## src/rtl/if_stage_pkg.sv

```systemverilog
// if_stage_pkg: shared constants and types for the fetch stage.
//   NOP_ENC       : bubble encoding (sll $0,$0,0)
//   RESET_PC_DFLT : default reset fetch address
//   npc_sel_e     : next-PC source select
package if_stage_pkg;

  localparam logic [31:0] NOP_ENC       = 32'h0000_0000;
  localparam logic [31:0] RESET_PC_DFLT = 32'h0000_0000;

  typedef enum logic [2:0] {
    SEL_PC4,
    SEL_BPC,
    SEL_JPC,
    SEL_RA,
    SEL_HOLD
  } npc_sel_e;

  // Stall freezes everything, then redirects (jr > jump > branch), then remain_pc.
  function automatic npc_sel_e npc_select(input logic stall, input logic remain_pc,
                                          input logic branch, input logic jump,
                                          input logic jr);
    if (stall)          return SEL_HOLD;
    else if (jr)        return SEL_RA;
    else if (jump)      return SEL_JPC;
    else if (branch)    return SEL_BPC;
    else if (remain_pc) return SEL_HOLD;
    else                return SEL_PC4;
  endfunction

endpackage

```

## src/rtl/if_stage_if.sv

```systemverilog
// if_stage_if: Control/imem <-> fetch-stage bundle.
//   Control side (master): stall, remain_pc, branch, jump, jr, bpc, jpc, ra, imem_inst
//   Fetch side   (slave) : pc, id_inst, id_pc4, id_valid
interface if_stage_if;
  logic        stall;
  logic        remain_pc;
  logic        branch;
  logic        jump;
  logic        jr;
  logic [31:0] bpc;
  logic [31:0] jpc;
  logic [31:0] ra;
  logic [31:0] imem_inst;
  logic [31:0] pc;
  logic [31:0] id_inst;
  logic [31:0] id_pc4;
  logic        id_valid;

  modport master (
    output stall, remain_pc, branch, jump, jr, bpc, jpc, ra, imem_inst,
    input  pc, id_inst, id_pc4, id_valid
  );

  modport slave (
    input  stall, remain_pc, branch, jump, jr, bpc, jpc, ra, imem_inst,
    output pc, id_inst, id_pc4, id_valid
  );
endinterface

```

## src/rtl/if_stage_if_id_reg.sv

```systemverilog
// if_id_reg: IF/ID pipeline register.
//   clk, rst         : clock, synchronous active-high reset
//   hold_i           : keep current contents (highest after reset)
//   bubble_i         : load NOP, pc4=0, valid=0
//   inst_i, pc4_i    : fetched instruction and its PC+4 (loaded otherwise)
//   id_inst_o, id_pc4_o, id_valid_o : registered outputs
module if_id_reg #(
  parameter logic [31:0] NOP_INST = 32'h0000_0000
) (
  input  logic        clk,
  input  logic        rst,
  input  logic        hold_i,
  input  logic        bubble_i,
  input  logic [31:0] inst_i,
  input  logic [31:0] pc4_i,
  output logic [31:0] id_inst_o,
  output logic [31:0] id_pc4_o,
  output logic        id_valid_o
);

  logic [31:0] inst_q, inst_d;
  logic [31:0] pc4_q,  pc4_d;
  logic        vld_q,  vld_d;

  always_comb begin
    inst_d = inst_q;
    pc4_d  = pc4_q;
    vld_d  = vld_q;
    if (!hold_i) begin
      if (bubble_i) begin
        inst_d = NOP_INST;
        pc4_d  = 32'h0;
        vld_d  = 1'b0;
      end else begin
        inst_d = inst_i;
        pc4_d  = pc4_i;
        vld_d  = 1'b1;
      end
    end
  end

  always_ff @(posedge clk) begin
    if (rst) begin
      inst_q <= NOP_INST;
      pc4_q  <= 32'h0;
      vld_q  <= 1'b0;
    end else begin
      inst_q <= inst_d;
      pc4_q  <= pc4_d;
      vld_q  <= vld_d;
    end
  end

  assign id_inst_o  = inst_q;
  assign id_pc4_o   = pc4_q;
  assign id_valid_o = vld_q;

endmodule

```

## src/rtl/if_stage.sv

```systemverilog
// if_stage: MIPS fetch stage. Owns the PC, the next-PC mux and the IF/ID register.
//   clk, rst : clock, synchronous active-high reset
//   bus      : if_stage_if.slave (Control hazard/redirect inputs, imem read data,
//              pc / id_inst / id_pc4 / id_valid outputs)
// Build option: IF_DELAY_SLOT_EN -- when defined, a redirect does not squash the
// instruction in IF (branch delay slot); otherwise it is replaced by a bubble.
module if_stage
  import if_stage_pkg::*;
#(
  parameter logic [31:0] RESET_PC = RESET_PC_DFLT,
  parameter logic [31:0] NOP_INST = NOP_ENC
) (
  input  logic   clk,
  input  logic   rst,
  if_stage_if.slave bus
);

  logic [31:0] pc_q, pc_d;
  logic [31:0] pc4;
  logic        redir;
  logic        bubble;
  npc_sel_e    sel;

  assign pc4   = pc_q + 32'd4;  // wraps modulo 2^32
  assign redir = bus.jr | bus.jump | bus.branch;
  assign sel   = npc_select(bus.stall, bus.remain_pc, bus.branch, bus.jump, bus.jr);

  // Targets are word-aligned before they reach the PC.
  always_comb begin
    pc_d = pc_q;
    unique case (sel)
      SEL_PC4:  pc_d = pc4;
      SEL_BPC:  pc_d = bus.bpc & ~32'h3;
      SEL_JPC:  pc_d = bus.jpc & ~32'h3;
      SEL_RA:   pc_d = bus.ra  & ~32'h3;
      SEL_HOLD: pc_d = pc_q;
      default:  pc_d = pc_q;
    endcase
  end

  always_ff @(posedge clk) begin
    if (rst) pc_q <= RESET_PC;
    else     pc_q <= pc_d;
  end

`ifdef IF_DELAY_SLOT_EN
  // Delay slot: the instruction behind a redirect still executes.
  assign bubble = bus.remain_pc & ~redir;
`else
  // Wrong-path instruction in IF is squashed on redirect.
  assign bubble = redir | bus.remain_pc;
`endif

  if_id_reg #(.NOP_INST(NOP_INST)) u_if_id (
    .clk       (clk),
    .rst       (rst),
    .hold_i    (bus.stall),
    .bubble_i  (bubble),
    .inst_i    (bus.imem_inst),
    .pc4_i     (pc4),
    .id_inst_o (bus.id_inst),
    .id_pc4_o  (bus.id_pc4),
    .id_valid_o(bus.id_valid)
  );

  assign bus.pc = pc_q;

endmodule

```

## src/flat_wrapper.sv

```systemverilog
// flat-port wrapper written by rule: the top's interface ports become plain ports
module if_stage_flat import if_stage_pkg::*;
#(
  parameter logic [31:0] RESET_PC = RESET_PC_DFLT,
  parameter logic [31:0] NOP_INST = NOP_ENC
)
  (clk, rst, bus_stall, bus_remain_pc, bus_branch, bus_jump, bus_jr, bus_bpc, bus_jpc, bus_ra, bus_imem_inst, bus_pc, bus_id_inst, bus_id_pc4, bus_id_valid);
  if_stage_if bus_i ();
  input  logic clk;
  input  logic rst;
  input wire logic [$bits(bus_i.stall)-1:0] bus_stall;
  input wire logic [$bits(bus_i.remain_pc)-1:0] bus_remain_pc;
  input wire logic [$bits(bus_i.branch)-1:0] bus_branch;
  input wire logic [$bits(bus_i.jump)-1:0] bus_jump;
  input wire logic [$bits(bus_i.jr)-1:0] bus_jr;
  input wire logic [$bits(bus_i.bpc)-1:0] bus_bpc;
  input wire logic [$bits(bus_i.jpc)-1:0] bus_jpc;
  input wire logic [$bits(bus_i.ra)-1:0] bus_ra;
  input wire logic [$bits(bus_i.imem_inst)-1:0] bus_imem_inst;
  output wire logic [$bits(bus_i.pc)-1:0] bus_pc;
  output wire logic [$bits(bus_i.id_inst)-1:0] bus_id_inst;
  output wire logic [$bits(bus_i.id_pc4)-1:0] bus_id_pc4;
  output wire logic [$bits(bus_i.id_valid)-1:0] bus_id_valid;
  assign bus_i.stall = bus_stall;
  assign bus_i.remain_pc = bus_remain_pc;
  assign bus_i.branch = bus_branch;
  assign bus_i.jump = bus_jump;
  assign bus_i.jr = bus_jr;
  assign bus_i.bpc = bus_bpc;
  assign bus_i.jpc = bus_jpc;
  assign bus_i.ra = bus_ra;
  assign bus_i.imem_inst = bus_imem_inst;
  assign bus_pc = bus_i.pc;
  assign bus_id_inst = bus_i.id_inst;
  assign bus_id_pc4 = bus_i.id_pc4;
  assign bus_id_valid = bus_i.id_valid;
  if_stage #(.RESET_PC(RESET_PC), .NOP_INST(NOP_INST)) u_core (.clk(clk), .rst(rst), .bus(bus_i));
endmodule
```

## config.mk

```make
export PLATFORM = sky130hd
export DESIGN_NAME = if_stage_flat
export DESIGN_NICKNAME = d
export VERILOG_FILES = /design/src/rtl/if_stage_pkg.sv /design/src/rtl/if_stage_if.sv /design/src/rtl/if_stage_if_id_reg.sv /design/src/rtl/if_stage.sv /design/src/flat_wrapper.sv
export SDC_FILE = /design/constraint.sdc
export NUM_CORES = 1
export LEC_CHECK = 0
export CAP_MARGIN = 10
export CORE_MARGIN = 1
export CORE_UTILIZATION = 44
export DETAILED_ROUTE_END_ITERATION = 16
export GPL_TIMING_DRIVEN = 0
export MAX_ROUTING_LAYER = met4
export PLACE_DENSITY = 0.93
export SETUP_SLACK_MARGIN = 0.2
export SLEW_MARGIN = 40
export SYNTH_ARGS = -nofsm -noshare
export SYNTH_HDL_FRONTEND = slang
export SYNTH_SLANG_ARGS = --single-unit
export TNS_END_PERCENT = 20
```

## constraint.sdc

```tcl
create_clock -name clk -period 5.3 [get_ports clk]
set_input_delay 1.06 -clock clk [delete_from_list [all_inputs] [get_ports clk]]
set_output_delay 1.06 -clock clk [all_outputs]
set_load 0.1 [all_outputs]
```

==> summary.json <==
{
  "clkPwrFrac_pct": 30.1,
  "wl_per_cell_microns": 19.3,
  "drcViolationCount": 0,
  "area.sequential_sq_mm": 0.00186,
  "irDropWorstVdd_mv": 0.146,
  "antenna_found_initial": 0,
  "cts_hold_repair.buffers": 0,
  "asyncSetResetFlopFracSynth_pct": 0,
  "timing_worst_setup_path_type": "in -> reg",
  "place_hpwl_mm": 13.9,
  "place_congestion": 0.963,
  "grt_util_met3_pct": 4.80,
  "sw_frac_of_total_pct": 34.9,
  "placed_area_sq_mm": 0.00660,
  "postSynthCellCount": 557,
  "num_antenna_cells": 0,
  "grt_pass1_wl_mm": 27.4,
  "tritoncts": "built",
  "syn_avg_cell_area_sq_um": 8.39,
  "clkSinkCount": 93,
  "cts_root_buffer": "clkbuf_8",
  "place_inst": 915,
  "category_of_the_worst_setup_path_launch_point": "input port",
  "p_leak_nw": 2.75,
  "power.combinational.fraction_pct": 25.9,
  "busiest_layer": "met2",
  "worst-path-max-fanout": 10,
  "post-cts-setup-buffer-count": 0,
  "final_nets": 926,
  "met2_usage_pct": 53.5,
  "floorplan.initialDensity_pct": 45.3,
  "cts-buffers-inserted": 9,
  "cp.required_ps": 5530,
  "core-area_sq_mm": 0.0103,
  "clock-skew-final_ps": 14.2,
  "synth_area_sq_mm": 0.00468,
  "yosys_warnings": 0,
  "drtIter0Drc": 560,
  "setup_tns_ps": 0,
  "yosys_most_used_dff": "dfxtp_1",
  "floorplan.die.width_microns": 105,
  "final-instance-count-excl-fill": 931,
  "die-height_microns": 105,
  "pwr_density_cell_mw_per_mm2": 249,
  "detailedRoute.firstPassIterationCount": 8,
  "boundaryPins": 232,
  "clock_tree.htree_level_count": 3,
  "cp.buffers_inverters": 2,
  "post_cts.resized_instances": 0,
  "report.final.hold_viol_count": 0,
  "antenna_left": 0,
  "critical-path-slowest-cell": "nor3_1",
  "synth_seq_area_share_pct": 39.8,
  "critical_path.endpoint_type": "register",
  "setup_viol": 0,
  "hold_path_class": "reg -> reg",
  "grt_start_max_net_pins": 17,
  "outcome": "completed",
  "postRouteWirelength_mm": 17.9,
  "worst_pin_slew_ps": 707,
  "grt.total_usage_pct": 32.6,
  "cts-root-to-sink-buffers": 2,
  "timing.critical_path.cells": "clkdlybuf4s50_1, nor3_1, or2_2, clkbuf_1, o2bb2ai_1, a31oi_1, o32ai_1",
  "total_power_draw_mw": 1.70,
  "count_of_cell_types_in_the_netlist": 61,
  "ys_seq_elements": 93,
  "least_setup_slack_across_all_paths_after_layout_ps": 2040,
  "mostFrequentLayoutCells": "clkdlybuf4s50_1 (126), buf_2 (101), dfxtp_1 (93), nor2_1 (65), nand2_1 (50)",
  "grt_overflow": 0,
  "worst-endpoint-arrival_ps": 3490,
  "clk_transition_reported_paths_ps": 90,
  "layout_commonest_cell": "clkdlybuf4s50_1",
  "number_of_global_route_vias_before_repair": 5377,
  "fin_crit_ps": 3260,
  "preCtsSetupSlack_ps": 1680,
  "fillers": 888,
  "clk_latency_ps": 370,
  "hold-worst-slack_ps": 460,
  "via_per_inst": 5.91,
  "syn_to_final_growth_pct": 45.5,
  "cp_top_family": "buffers and inverters",
  "grt_setup_unrepaired": "false",
  "met1_usage_pct": 39.9,
  "post-route-util_pct": 65.9,
  "pins_over_slew_limit": 0,
  "cell_internal_pwr_mw": 1.10,
  "timing.max_cap.violations": 0,
  "rows": 37,
  "post-route-period-util_pct": 61.5,
  "timing.critical_path.slowest_cell_delay_ps": 630,
  "multiInputGateArea_sq_mm": 0.00258,
  "worst_slew_margin_rel_pct": 52.5,
  "fin_area_sq_mm": 0.00681,
  "switch_pwr_mw": 0.591,
  "synth_edf_count": 0,
  "achievable-frequency_mhz": 307,
  "drive_gt1_share_pct": 17.5,
  "numPortBuffers": 219,
  "die-area_sq_mm": 0.0110,
  "vias": 5498,
  "share_seq_of_total_power_pct": 44.0
}
-- power by group through the flow --
stage | Sequential (mW) | Combinational, mW | Clock (mW)
2_1_floorplan | 0.899 | 0.129 | 0
5_1_grt | 0.748 | 0.458 | 0.536
6_report | 0.746 | 0.440 | 0.510
3_5_place_dp | 0.760 | 0.434 | 0
3_3_place_gp | 0.760 | 0.446 | 0
4_1_cts | 0.744 | 0.435 | 0.506
-- worst register-to-register path, delay by kind of cell, from the launching register on --
family | cells | cell delay, ps
DFF | 1 | 460
adders and majority gates | 1 | 270
and+or+nand+nor | 5 | 1760
-- sequential cells by signal, indices dropped and copies added, names as in the netlist --
signal / cells
u_core.u_if_id.id_valid_o: 1
u_core.u_if_id.id_inst_o: 32
u_core.bus.pc: 30
u_core.u_if_id.id_pc4_o: 30
-- metal layers --
layer  wire length, microns  up-vias  share of wire, %
li1                       -     2537                 -
met1                   7260     2589                40
met2                   8580      320                48
met3                   1530       52               8.6
met4                    560        0               3.1
met5                      0        -                 0
-- cell families after synthesis --
group                    count (synthesis)  share of synthesized area, %
AO/OA/AOI/OAI                          173                          26.4
other                                    1                        0.0802
flip-flops                              93                          39.8
AND/OR/NAND/NOR                        202                          22.9
adder cells (fa/ha/maj)                  1                         0.268
buffers and inverters                   60                          5.49
XOR/XNOR                                27                          5.06
-- final cells by class --
class	count	area share, %
buffer	51	3.27
clock buffer	10	2.02
clock inverter	6	1.03
inverter	9	0.496
multi-input combinational	407	37.9
sequential	93	27.4
tap	136	2.50
timing repair buffer	219	25.4
-- synth_stat cells (10+ instances only) --
cell	instances	area [sq um]
dfxtp_1	93	1860
nor2_1	65	244
nand2_1	50	188
a22oi_1	46	345
clkbuf_1	34	128
o21ai_0	32	160
a21oi_1	20	100
nand3_1	19	95.1
xor2_1	18	158
a222oi_1	13	130
nor3_1	12	60.1
a31oi_1	10	62.6
-- final timing paths --
path	slack, ps	depth (start not counted)	start	end
worst min register to register	460	2	u_core.u_if_id.id_pc4_o[31]	u_core.u_if_id.id_pc4_o[31]
worst max-delay path	2040	7	bus_branch	u_core.bus.pc[24]
worst min-delay path	460	2	u_core.u_if_id.id_pc4_o[31]	u_core.u_if_id.id_pc4_o[31]
worst max register to register	2680	6	u_core.bus.pc[2]	u_core.bus.pc[26]
(Power assumes the default switching activity.)
